<file path="src/rtl/fm_buffer_reader_pkg.sv">
// fm_buffer_reader_pkg
// Definitions shared by the feature-map reader, the writer controller and the
// read-port mux instances.
//   - Default geometry (words per RAM, kernel count) and pipeline latencies.
//   - The reader FSM state type.
package fm_buffer_reader_pkg;

    localparam int unsigned DefaultFmDepth    = 64;
    localparam int unsigned DefaultNumKernels = 8;
    localparam int unsigned DefaultRdLatency  = 2;
    localparam int unsigned DefaultAccLatency = 1;

    typedef enum logic [1:0] {
        StIdle,
        StRead,
        StDrain,
        StWaitLow
    } rd_state_e;

endpackage

</file>
<file path="src/rtl/fm_buffer_reader_tag_delay.sv">
// tag_delay
// Fixed-depth shift register with synchronous active-low clear. It keeps
// sideband tags in step with a pipelined datapath.
// Ports:
//   clock   in            rising-edge clock
//   clear_n in            synchronous clear, active low; empties every stage
//   din     in  [WIDTH]   value entering the first stage
//   dout    out [WIDTH]   value leaving the last stage, DEPTH cycles after din
module tag_delay #(
    parameter int unsigned WIDTH = 1,
    parameter int unsigned DEPTH = 1
) (
    input  logic             clock,
    input  logic             clear_n,
    input  logic [WIDTH-1:0] din,
    output logic [WIDTH-1:0] dout
);

    logic [DEPTH-1:0][WIDTH-1:0] stage_q;

    if (DEPTH == 1) begin : g_single
        always_ff @(posedge clock) begin
            if (!clear_n) begin
                stage_q <= '0;
            end else begin
                stage_q[0] <= din;
            end
        end
    end else begin : g_chain
        always_ff @(posedge clock) begin
            if (!clear_n) begin
                stage_q <= '0;
            end else begin
                stage_q <= {stage_q[DEPTH-2:0], din};
            end
        end
    end

    assign dout = stage_q[DEPTH-1];

endmodule

</file>
<file path="src/rtl/fm_buffer_reader.sv">
// fm_buffer_reader
// Read-side controller for the feature-map RAMs and weight ROMs. Once the
// writer reports a full buffer, it sweeps every address of every per-kernel
// RAM. The address is the inner loop and the select is the outer loop. The
// words come out as a valid/first/last tagged stream aligned to the mux
// outputs. The buffer goes back to the writer with the final word. The sums
// are flagged ready ACC_LATENCY cycles later.
// Ports:
//   clock          in           rising-edge clock
//   reset          in           synchronous reset, active low
//   buffer_full    in           writer holds a complete map (level)
//   rd_addr        out [ADDR_W] shared RAM/ROM read address
//   ram_select     out [SEL_W]  read-port mux select
//   data_valid     out          mux outputs carry a word of the current pass
//   data_first     out          first word of a pass (clear accumulators)
//   data_last      out          final word of a pass
//   buffer_release out          one-cycle pulse, buffer returned to the writer
//   product_rdy    out          one-cycle pulse, neuron sums settled
//   busy           out          FSM is not idle
module fm_buffer_reader
    import fm_buffer_reader_pkg::*;
#(
    parameter int unsigned NUM_KERNELS = DefaultNumKernels,
    parameter int unsigned FM_DEPTH    = DefaultFmDepth,
    parameter int unsigned ADDR_W      = 6,
    parameter int unsigned SEL_W       = 3,
    parameter int unsigned RD_LATENCY  = DefaultRdLatency,
    parameter int unsigned ACC_LATENCY = DefaultAccLatency
) (
    input  logic              clock,
    input  logic              reset,
    input  logic              buffer_full,
    output logic [ADDR_W-1:0] rd_addr,
    output logic [SEL_W-1:0]  ram_select,
    output logic              data_valid,
    output logic              data_first,
    output logic              data_last,
    output logic              buffer_release,
    output logic              product_rdy,
    output logic              busy
);

    localparam logic [ADDR_W-1:0] AddrMax = ADDR_W'(FM_DEPTH - 1);
    localparam logic [SEL_W-1:0]  SelMax  = SEL_W'(NUM_KERNELS - 1);

    rd_state_e         state_q, state_d;
    logic [ADDR_W-1:0] addr_q, addr_d;
    logic [SEL_W-1:0]  sel_q, sel_d;
    logic              busy_q;

    logic              addr_at_end;
    logic              last_issue;
    logic [2:0]        tag_in;   // {last, first, valid} at issue time
    logic [2:0]        tag_out;  // same tags, aligned to the mux outputs

    // Explicit compares keep the wrap exact for non-power-of-2 depths.
    assign addr_at_end = (addr_q == AddrMax);
    assign last_issue  = addr_at_end && (sel_q == SelMax);

    always_comb begin
        state_d = state_q;
        addr_d  = addr_q;
        sel_d   = sel_q;
        case (state_q)
            StIdle: begin
                if (buffer_full) begin
                    state_d = StRead;
                    addr_d  = '0;
                    sel_d   = '0;
                end
            end
            StRead: begin
                if (last_issue) begin
                    // Counters hold on the final word until the next pass.
                    state_d = StDrain;
                end else if (addr_at_end) begin
                    addr_d = '0;
                    sel_d  = sel_q + SEL_W'(1);
                end else begin
                    addr_d = addr_q + ADDR_W'(1);
                end
            end
            StDrain: begin
                if (data_last) begin
                    state_d = StWaitLow;
                end
            end
            StWaitLow: begin
                // Don't restart on a full flag left over from the pass just finished.
                if (!buffer_full) begin
                    state_d = StIdle;
                end
            end
            default: state_d = StIdle;
        endcase
    end

    always_ff @(posedge clock) begin
        if (!reset) begin
            state_q <= StIdle;
            addr_q  <= '0;
            sel_q   <= '0;
            busy_q  <= 1'b0;
        end else begin
            state_q <= state_d;
            addr_q  <= addr_d;
            sel_q   <= sel_d;
            busy_q  <= (state_d != StIdle);
        end
    end

    // Every READ cycle issues exactly one word.
    always_comb begin
        tag_in    = '0;
        tag_in[0] = (state_q == StRead);
        tag_in[1] = (state_q == StRead) && (addr_q == '0) && (sel_q == '0);
        tag_in[2] = (state_q == StRead) && last_issue;
    end

    tag_delay #(
        .WIDTH(3),
        .DEPTH(RD_LATENCY)
    ) u_tag_delay (
        .clock  (clock),
        .clear_n(reset),
        .din    (tag_in),
        .dout   (tag_out)
    );

    // Independent of the FSM, so the pulse still fires after a return to IDLE.
    tag_delay #(
        .WIDTH(1),
        .DEPTH(ACC_LATENCY)
    ) u_prod_delay (
        .clock  (clock),
        .clear_n(reset),
        .din    (tag_out[2]),
        .dout   (product_rdy)
    );

    assign rd_addr        = addr_q;
    assign ram_select     = sel_q;
    assign data_valid     = tag_out[0];
    assign data_first     = tag_out[1];
    assign data_last      = tag_out[2];
    assign buffer_release = tag_out[2];
    assign busy           = busy_q;

endmodule

</file>
<file path="config.mk">
export PLATFORM = sky130hd
export DESIGN_NAME = fm_buffer_reader
export DESIGN_NICKNAME = d
export VERILOG_FILES = /design/src/rtl/fm_buffer_reader_pkg.sv /design/src/rtl/fm_buffer_reader_tag_delay.sv /design/src/rtl/fm_buffer_reader.sv
export SDC_FILE = /design/constraint.sdc
export NUM_CORES = 1
export LEC_CHECK = 0
export CELL_PAD_IN_SITES_DETAIL_PLACEMENT = 1
export CELL_PAD_IN_SITES_GLOBAL_PLACEMENT = 2
export CORE_ASPECT_RATIO = 1.5
export CORE_MARGIN = 4
export CORE_UTILIZATION = 32
export CTS_CLUSTER_SIZE = 40
export DETAILED_ROUTE_END_ITERATION = 8
export GPL_TIMING_DRIVEN = 0
export PLACE_DENSITY_LB_ADDON = 0.08
export SLEW_MARGIN = 30
export SYNTH_ARGS = -nofsm -noshare
export SYNTH_HDL_FRONTEND = slang
export SYNTH_SLANG_ARGS = --single-unit
</file>
<file path="constraint.sdc">
create_clock -name clock -period 3.7 [get_ports clock]
set_input_delay 0.74 -clock clock [delete_from_list [all_inputs] [get_ports clock]]
set_output_delay 0.74 -clock clock [all_outputs]
set_load 0.01 [all_outputs]
</file>
* Word-level counts from Yosys, hierarchy flattened
Index checks and enable logic that the tools add are counted.
** Storage, ports and cells
- Bits in registers :: 19
- Output and inout port bits :: 15
- Word-level logic and storage cells :: 41
** Operators by class
- Add/subtract/negate cells :: 2
- Equality and inequality tests :: 8
- Multiplexer cells :: 13
- Reductions and logical operators :: 11
** Operators with widths (count)
- 6-bit 2-to-1 mux :: 3
- 6-bit case mux with 2 select lines :: 1
- 3-bit 2-to-1 mux :: 3
- 2-bit 2-to-1 mux :: 4
- 2-bit case mux with 4 select lines :: 1
- 6-bit by 1-bit adder with 6-bit output (second input constant) :: 1
- 6-bit == test (second input constant) :: 1
- 6-bit logical NOT :: 1
- 2-bit != test (second input constant) :: 3
- 3-bit case mux with 2 select lines :: 1
- 2-bit == test (second input constant) :: 2
- 1-bit logical AND :: 4
- 4-bit AND reduction :: 1
- 2-bit nonzero test :: 2
- 3-bit by 1-bit adder with 3-bit output (second input constant) :: 1
- 3-bit == test (second input constant) :: 1
- 3-bit logical NOT :: 1
- 3-bit AND reduction :: 1
- 2-bit by 1-bit == test with 1-bit output (second input constant) :: 1
- 2-bit logical NOT :: 1

* Longest topological paths before layout
Gate-level depths: netlist of run 1.
- Word-level depth :: 5
- Depth in mapped cells :: 6
- Depth with buffers taken out :: 6

* Modules after synthesis
Synthesis of run 1 repeated with hierarchy kept, for this count alone.
** Second synthesis, totals
- Cell total of the unflattened synthesis :: 100
- Area, all modules :: 908.4 µm²
** By module, submodules not included
- fm_buffer_reader :: times used 1, cells each 83, area each 701.9 µm², seq. area each 240.2 µm²
- tag_delay (u_tag_delay) :: times used 1, cells each 15, area each 180.2 µm², seq. area each 120.1 µm²
- tag_delay (u_prod_delay) :: times used 1, cells each 2, area each 26.3 µm², seq. area each 20.0 µm²

* Worst setup path after synthesis of run 1
No wires, ideal clock.
- Path type :: register to register
- Start point :: register sel_q[0], in the netlist ram_select[0]
- End point :: register sel_q[1], in the netlist ram_select[1]
- Setup time :: 117 ps
- Data arrival time :: 1356 ps
- Path slack :: 2227 ps
- Cell stages (with the launch flop) :: 6
- Cells stage by stage :: dfxtp_1 > ha_1 > ha_1 > nor4_2 > o21bai_1 > a32o_1
** On the way
- Longest elaborated chain between the ends :: 4
- Elaborated cells on any way between the ends :: 8
** RTL lines
- start: declaration :: RTL line fm_buffer_reader.sv:48 : logic [SEL_W-1:0] sel_q, sel_d;
- start signal: assignment :: RTL line fm_buffer_reader.sv:107 : sel_q <= sel_d;
- 3-bit by 1-bit adder with 3-bit output / 3-bit == test (equally long branches) :: RTL line fm_buffer_reader.sv:78, fm_buffer_reader.sv:58
- 3-bit 2-to-1 mux / 1-bit logical AND (equally long branches) :: RTL line fm_buffer_reader.sv:76, fm_buffer_reader.sv:58
- 3-bit 2-to-1 mux / 2-bit != test (equally long branches)
- 3-bit case mux with 2 select lines / 4-bit AND reduction (equally long branches)
Parallel ways exist; a longest one is shown, timed or not. The select of a mux whose other input is x is not followed.
A chain may end at the register's enable or synchronous reset.

* Worst setup path after layout of run 1
- Start point :: register addr_q[3], in the netlist rd_addr[3]
- End point :: output rd_addr[3]
** RTL lines
- start: declaration :: RTL line fm_buffer_reader.sv:47 : logic [ADDR_W-1:0] addr_q, addr_d;
- start signal: assignment :: RTL line fm_buffer_reader.sv:106 : addr_q <= addr_d;
- end: declaration :: RTL line fm_buffer_reader.sv:33 : output logic [ADDR_W-1:0] rd_addr,
No word-level cell between the ends.

==> PnR_summary.wiki, run 1 <==
{| class="wikitable"
! Metric !! Value
|-
| Count of final hold-check violations || 0
|-
| Synth Instances || 91
|-
| Worst vdd rail ir drop || 0.141 mV
|-
| Post-CTS Repair Setup Buffers || 0
|-
| Pin count of the biggest net entering global routing || 11
|-
| Placement row count || 23
|-
| Critical Path End Type || output port
|-
| Maxcap violations || 0
|-
| Proportion of netlist area held by the largest area contributor || 42.5%
|-
| Clock period minus final worst setup slack || 2.16 ns
|-
| Fraction of power consumed by combinational cells || 9.0%
|-
| Count of nets left with antenna violations after detail routing || 0
|-
| Top achievable clock speed || 463 MHz
|-
| Sum of routed wire length over all layers || 2.20 mm
|-
| Switching Share || 22.5%
|-
| Number of antenna violations at the first check in global routing || 0
|-
| Core box area || 0.00268 mm^2
|-
| Number of flops mapped to enable cells by yosys || 0
|-
| Critical path required time || 2.96 ns
|-
| Synth area leaders || sky130_fd_sc_hd__dfxtp_1 (43%), sky130_fd_sc_hd__ha_1 (7.0%), sky130_fd_sc_hd__and2_1 (3.5%)
|-
| Most frequent cells after synthesis || sky130_fd_sc_hd__dfxtp_1 (19), sky130_fd_sc_hd__inv_1 (6), sky130_fd_sc_hd__and2_1 (5), sky130_fd_sc_hd__ha_1 (5)
|-
| Total leakage power || 0.436 nW
|-
| Max-slew violation total from the final report || 0
|-
| Post-Synthesis Cell Area || 895 um^2
|-
| Total of hold buffers inserted after clock tree synthesis || 0
|-
| Starting utilization of the core area || 33.4%
|-
| Crit Path Class || flip-flop to output port
|-
| Crit path cell chain || clkdlybuf4s50_1
|-
| Worst endpoint data arrival time || 1.42 ns
|-
| Final sum of negative setup slack || 0 ns
|-
| Remaining routing DRC violations || 0
|-
| Worst Skew || 0.00259 ns
|-
| Synthesized flop and latch total || 19
|-
| Buf/Inv on CP || 1
|-
| Total area of multi-input combinational cells || 480 um^2
|-
| Fraction of layout cells with a size suffix above 1 || 12.5%
|-
| Cell class contributing the biggest share of worst-path delay || buffers and inverters
|-
| Status || finished, final reports clean
|-
| Post-Synthesis Net Count || 99
|-
| Worst-path maximum fanout || 8
|-
| Clk network pwr share || 36.6%
|-
| First-pass iteration count of the detailed router || 2
|-
| Routed vias || 747
|-
| Portion of the post-synthesis area used by sequential elements || 42.5%
|-
| Via-per-instance ratio || 5.01
|-
| Total Die Area || 0.00372 mm^2
|-
| Total number of nets in the final design || 121
|-
| HPWL after detailed placement || 1.70 mm
|-
| Number of CTS-inserted buffers || 3
|-
| Total overflow reported by the global router || 0
|-
| Share of async-settable or async-resettable flops after synthesis || 0%
|-
| H-tree depth || 1
|-
| Register Area || 380 um^2
|-
| Post-route total power || 0.000391 W
|-
| Average wire per cell in the routed design || 14.8 um
|-
| Classification of the worst-slack hold path || flip-flop to flip-flop
|-
| Clock tree from TritonCTS || built
|-
| Sequential share of power || 54.4%
|-
| Avg Cell Area, Syn || 9.83 um^2
|-
| PwrDens || 338 mW/mm^2
|-
| Max Buffers Root-to-Sink || 2
|-
| Port buffer count || 17
|-
| Yosys warns || 0
|-
| Total routing resource utilization after global routing || 13.9%
|-
| Clock transition time at the flip-flop clock pins of the worst setup and hold paths || 0.07 ns
|-
| Top_reg_cell synth || sky130_fd_sc_hd__dfxtp_1
|-
| Internal Dissipation || 0.000303 W
|-
| Placer congestion estimate || 0.808
|-
| Num Clock Sinks || 19
|-
| Relative slew slack || 71.8%
|-
| Ports placed on the boundary || 18
|-
| Antenna cells || 0
|-
| First-pass GRT wire length || 3.93 mm
|-
| Sw Pwr || 0.0000880 W
|-
| Library cell with the highest instance count after synthesis || sky130_fd_sc_hd__dfxtp_1
|-
| Slew at the pin closest to its max-slew limit || 0.424 ns
|-
| Cell at the slowest stage of the critical path || sky130_fd_sc_hd__clkdlybuf4s50_1
|-
| CTS root buffer || sky130_fd_sc_hd__clkbuf_8
|-
| Vias in the first global route || 816
|-
| Share of the clock period used by the worst path after layout || 58.3%
|-
| Quantity of gates resized following cts || 0
|-
| Startpoint types || flip-flop
|-
| DIE HEIGHT || 72.8 um
|-
| Clock insertion delay at the later pin of the skew report || 0.25 ns
|-
| Setup repair after global routing missed its margin || false
|-
| Area growth from synthesis to final layout || 29.2%
|-
| Die X || 51.2 um
|-
| Number of fillers in the final layout || 311
|-
| Synth cell types || 38
|-
| Iteration-0 DRC count of the detailed router || 7
|-
| Critical path's largest stage delay || 0.62 ns
|-
| Largest area contributor in the synthesized netlist || sky130_fd_sc_hd__dfxtp_1
|-
| Final number of setup-violating endpoints || 0
|}
-- stage by stage --
step           cell area (um^2)  utilization [%]  instances  hold WS (ns)  setup WS (ns)
2_1_floorplan               895                -         91         0.406           2.23
3_3_place_gp               1110             41.5        145         0.410           1.63
3_5_place_dp               1110             41.5        145         0.420           1.59
4_1_cts                    1160             43.2        149         0.437           1.55
5_1_grt                    1160             43.2        149         0.465           1.50
6_report                   1160             43.2        149         0.434           1.54
-- path summary, 6_finish.rpt --
| kind | from | endpoint | slack, ns | cells past startpoint |
|---|---|---|---|---|
| worst min register to register | u_tag_delay.stage_q[0] | u_tag_delay.dout[0] | 0.43 | 1 |
| worst min-delay path | u_tag_delay.stage_q[0] | u_tag_delay.dout[0] | 0.43 | 1 |
| worst max register to register | rd_addr[1] | ram_select[1] | 2.06 | 5 |
| worst max-delay path | rd_addr[3] | rd_addr[3] | 1.54 | 1 |
-- per-layer routing --
metal / GRT usage [%] / wire, um / up-vias
met2: 23.5 / 1120 / 14
met4: 6.89 / 47 / 0
li1: - / - / 367
met3: 1.43 / 62 / 5
met5: 0 / 0 / -
met1: 17.3 / 972 / 361
-- state kept, by name (all words and copies together) (netlist names) --
signal and flops:
state_q 2, busy 1, ram_select 3, u_tag_delay.dout 3
rd_addr 6, u_prod_delay.dout 1, u_tag_delay.stage_q 3
-- layout by cell type (no fill, tap or decap), types with 2 or more instances in the layout --
cell	n
sky130_fd_sc_hd__nor4_2	2
sky130_fd_sc_hd__nor2b_1	2
sky130_fd_sc_hd__o21a_1	2
sky130_fd_sc_hd__clkbuf_8	3
sky130_fd_sc_hd__clkbuf_1	2
sky130_fd_sc_hd__nand3_1	4
sky130_fd_sc_hd__o21ai_0	3
sky130_fd_sc_hd__nor3_1	2
sky130_fd_sc_hd__nor2_1	4
sky130_fd_sc_hd__nand2_1	2
sky130_fd_sc_hd__o21ai_1	3
sky130_fd_sc_hd__a21oi_1	2
sky130_fd_sc_hd__a32o_1	2
sky130_fd_sc_hd__a21boi_1	2
sky130_fd_sc_hd__nand4_1	2
sky130_fd_sc_hd__and2_1	5
sky130_fd_sc_hd__dfxtp_1	19
sky130_fd_sc_hd__clkdlybuf4s50_1	17
sky130_fd_sc_hd__nand2b_1	2
sky130_fd_sc_hd__inv_1	6
sky130_fd_sc_hd__ha_1	5
sky130_fd_sc_hd__a31oi_1	3
-- logic make-up (layout without fill, tap and decap cells) --
group | Yosys count | in the layout | share of synthesized area (%)
muxes | 2 | 2 | 2.38
and+or+nand+nor | 33 | 33 | 25.5
AOI/OAI and AO/OA | 24 | 24 | 18.9
buffers and inverters | 8 | 29 | 3.78
adders and majority gates | 5 | 5 | 6.99
DFF | 19 | 19 | 42.5
-- power by group through the flow --
stage	combinational [W]	clock [W]	sequential, W
5_1_grt	0.0000390	0.000158	0.000214
2_1_floorplan	0.0000192	0	0.000218
3_3_place_gp	0.0000347	0	0.000217
4_1_cts	0.0000362	0.000147	0.000213
3_5_place_dp	0.0000359	0	0.000218
6_report	0.0000354	0.000143	0.000213
-- layout make-up --
| type | count | share of cell area (%) |
|---|---|---|
| well taps | 37 | 4.00 |
| multi-input cells | 64 | 41.6 |
| flip-flops and latches | 19 | 32.9 |
| plain buffers | 2 | 0.974 |
| inverters | 6 | 1.95 |
| repair buffers | 17 | 14.7 |
| clock buffers | 4 | 3.90 |
(Power assumes the default switching activity.)
==> inputs of run 2 (changes only) <==
--- a/config.mk
+++ b/config.mk
@@ -9,7 +9,7 @@
 export CELL_PAD_IN_SITES_GLOBAL_PLACEMENT = 2
 export CORE_ASPECT_RATIO = 1.5
 export CORE_MARGIN = 4
-export CORE_UTILIZATION = 32
+export CORE_UTILIZATION = 30
 export CTS_CLUSTER_SIZE = 40
 export DETAILED_ROUTE_END_ITERATION = 8
 export GPL_TIMING_DRIVEN = 0
==> constraint.sdc (replaced) <==
create_clock -name clock -period 2.2 [get_ports clock]
set_input_delay 0.44 -clock clock [delete_from_list [all_inputs] [get_ports clock]]
set_output_delay 0.44 -clock clock [all_outputs]
set_load 0.01 [all_outputs]
==> run 2 against run 1 <==
Effect of this change: worst setup slack lost 1.2 ns; routed wire length shrank 0.27%; sequential share of layout area fell by 0.11 points; clock skew increased by 0.00077 ns; cell count increased by 1.3%; clock power rose by 69%; sequential power up 68%; via count is 2.4% lower; utilization down 3.0 points.
==> PnR_summary.wiki, run 2 (synthesis gave the netlist of run 1 again) <==
{| class="wikitable"
! Metric !! Value
|-
| Post-route insts no fill || 151 (+1.3%)
|-
| Core box area || 0.00288 mm^2 (+7.7%)
|-
| Sum of routed wire length over all layers || 2.20 mm (-0.27%)
|-
| Final sum of negative setup slack || 0 ns (unchanged)
|-
| Max Buffers Root-to-Sink || 2 (unchanged)
|-
| Average wire per cell in the routed design || 14.5 um (-1.6%)
|-
| Cell at the slowest stage of the critical path || sky130_fd_sc_hd__clkdlybuf4s50_1
|-
| Fraction of layout cells with a size suffix above 1 || 13.4% (+0.89 points)
|-
| PwrDens || 567 mW/mm^2 (+68%)
|-
| Top achievable clock speed || 551 MHz
|-
| Total of hold buffers inserted after clock tree synthesis || 0 (unchanged)
|-
| Total Die Area || 0.00394 mm^2 (+5.8%)
|-
| Met3 routing resource usage after global routing || 2.38% (+0.94 points)
|-
| Num Clock Sinks || 19 (unchanged)
|-
| Buf/Inv on CP || 1 (unchanged)
|-
| Cells after DPL || 147 (+1.4%)
|-
| Die X || 52.6 um (+2.8%)
|-
| Max reg flops || 6 (unchanged)
|-
| Relative slew slack || 71.4% (-0.32 points)
|-
| Starting utilization of the core area || 31.0% (-2.4 points)
|-
| First element of the critical path || rd_addr[3]
|-
| Critical register-to-register path endpoint || ram_select[1]
|-
| Met1 layer usage reported by global route || 16.2% (-1.1 points)
|-
| Worst Setup EP || rd_addr[3]
|-
| Routed vias || 729 (-2.4%)
|-
| Critical path's largest stage delay || 0.61 ns (about the same)
|-
| Antenna cells || 0 (unchanged)
|-
| Count of nets left with antenna violations after detail routing || 0 (unchanged)
|-
| Clock insertion delay at the later pin of the skew report || 0.25 ns (about the same)
|-
| Pin count of the biggest net entering global routing || 12 (+1)
|-
| Iteration-0 DRC count of the detailed router || 6 (-1)
|-
| Share of the clock period used by the worst path after layout || 82.5%
|-
| Worst-path maximum fanout || 8 (unchanged)
|-
| Path depth of the worst reg2reg path || 5 (unchanged)
|-
| Crit Path Class || flip-flop to output port
|-
| Area growth from synthesis to final layout || 29.7%
|-
| Startpoint types || flip-flop
|-
| H-tree depth || 1 (unchanged)
|-
| Ports placed on the boundary || 18 (unchanged)
|-
| Worst Skew || 0.00336 ns (+0.000769 ns)
|-
| Clock transition time at the flip-flop clock pins of the worst setup and hold paths || 0.07 ns (about the same)
|-
| Clock period minus final worst setup slack || 1.82 ns
|-
| Port buffer count || 17 (unchanged)
|-
| Worst vdd rail ir drop || 0.286 mV (+100%)
|-
| Setup repair after global routing missed its margin || false
|-
| Number of CTS-inserted buffers || 3 (unchanged)
|-
| CTS root buffer || sky130_fd_sc_hd__clkbuf_8
|-
| Slew at the pin closest to its max-slew limit || 0.428 ns (+0.00476 ns)
|-
| Quantity of gates resized following cts || 0 (unchanged)
|-
| Via-per-instance ratio || 4.83 (-3.7%)
|-
| Post-CTS Repair Setup Buffers || 0 (unchanged)
|-
| Worst endpoint data arrival time || 1.38 ns (-0.04 ns)
|-
| Total routing resource utilization after global routing || 13.1% (-0.83 points)
|-
| Met2 GRT Util || 21.0% (-2.5 points)
|-
| Critical path required time || 1.76 ns (-1.20 ns)
|-
| Clock tree from TritonCTS || built
|-
| Crit path cell chain || clkdlybuf4s50_1
|-
| Classification of the worst-slack hold path || flip-flop to flip-flop
|-
| Minimum setup slack among reg-to-reg paths || 0.57 ns (-1.49 ns)
|-
| Cell class contributing the biggest share of worst-path delay || buffers and inverters
|-
| Maxcap violations || 0 (unchanged)
|-
| HPWL after detailed placement || 1.66 mm (-2.6%)
|-
| Total number of nets in the final design || 121 (unchanged)
|-
| Final number of setup-violating endpoints || 0 (unchanged)
|-
| Instance count on the critical path || 1 (unchanged)
|-
| Global routing's busiest layer || met2
|-
| FF-to-FF Start || rd_addr[1]
|-
| DIE HEIGHT || 74.9 um (+2.9%)
|-
| First-pass iteration count of the detailed router || 2 (unchanged)
|-
| Critical Path End Type || output port
|-
| Number of antenna violations at the first check in global routing || 0 (unchanged)
|-
| Status || finished, final reports clean
|-
| Remaining routing DRC violations || 0 (unchanged)
|-
| Vias in the first global route || 764 (-6.4%)
|-
| Max-slew violation total from the final report || 0 (unchanged)
|-
| Total overflow reported by the global router || 0 (unchanged)
|-
| Count of final hold-check violations || 0 (unchanged)
|-
| Leading cell type in the layout, fill and taps excluded || sky130_fd_sc_hd__dfxtp_1
|-
| Placer congestion estimate || 0.726 (-10%)
|-
| Total leakage power || 0.439 nW (+0.63%)
|-
| First-pass GRT wire length || 3.76 mm (-4.4%)
|-
| Most used cells in the layout excluding fill and tap cells || sky130_fd_sc_hd__dfxtp_1 (19), sky130_fd_sc_hd__clkdlybuf4s50_1 (17), sky130_fd_sc_hd__inv_1 (6)
|-
| Placement row count || 24 (+4.3%)
|}
## run 2: cell types whose count changed in the layout (fill, tap and decap cells not counted)
| cell | before | now |
|---|---|---|
| sky130_fd_sc_hd__clkinv_2 | 0 | 1 |
| sky130_fd_sc_hd__clkbuf_1 | 2 | 1 |
## run 2: where the power goes
part           internal (W)  leakage, nW  switching [W]
Combinational     0.0000295        0.259      0.0000293
Clock              0.000126       0.0255       0.000115
Sequential         0.000352        0.154     0.00000600
## run 2: cell type report
| cell class | instances | area (um^2) |
|---|---|---|
| inverters | 6 | 22.5 |
| fillers | 361 | 1720 |
| repair buffers | 17 | 170 |
| well taps | 39 | 48.8 |
| multi-input cells | 64 | 480 |
| clock buffers | 3 | 41.3 |
| flip-flops and latches | 19 | 380 |
| clock inverters | 1 | 5.00 |
| plain buffers | 2 | 11.3 |
## run 2: worst min-delay path by stage
| stage | cells after the start | end | startpoint |
|---|---|---|---|
| final | 1 | u_tag_delay.dout[2] | u_tag_delay.stage_q[2] |
| after global routing | 1 | u_tag_delay.dout[2] | u_tag_delay.stage_q[2] |
| after CTS | 1 | u_tag_delay.dout[2] | u_tag_delay.stage_q[2] |
| after detailed placement | 1 | u_tag_delay.dout[2] | u_tag_delay.stage_q[2] |
| after global placement | 1 | u_tag_delay.dout[2] | u_tag_delay.stage_q[2] |
| after floorplan | 1 | u_tag_delay.dout[1] | u_tag_delay.stage_q[1] |
## run 2: through the flow
step | util [%] | power, W | area, um^2 | setup slack, ns | hold WS [ns]
final | 40.2 | 0.000658 | 1160 | 0.384 | 0.439
after global placement | 38.6 | 0.000425 | 1110 | 0.408 | 0.413
after global routing | 40.2 | 0.000688 | 1160 | 0.309 | 0.458
after CTS | 40.2 | 0.000668 | 1160 | 0.364 | 0.448
after detailed placement | 38.6 | 0.000426 | 1110 | 0.406 | 0.430
after floorplan | - | 0.000399 | 895 | 0.727 | 0.406
## run 2: routing by layer
layer | share of wire (%) | vias to the layer above
met3 | 3.6 | 4
met5 | 0 | -
met4 | 2.2 | 0
met2 | 49 | 14
li1 | - | 368
met1 | 45 | 343
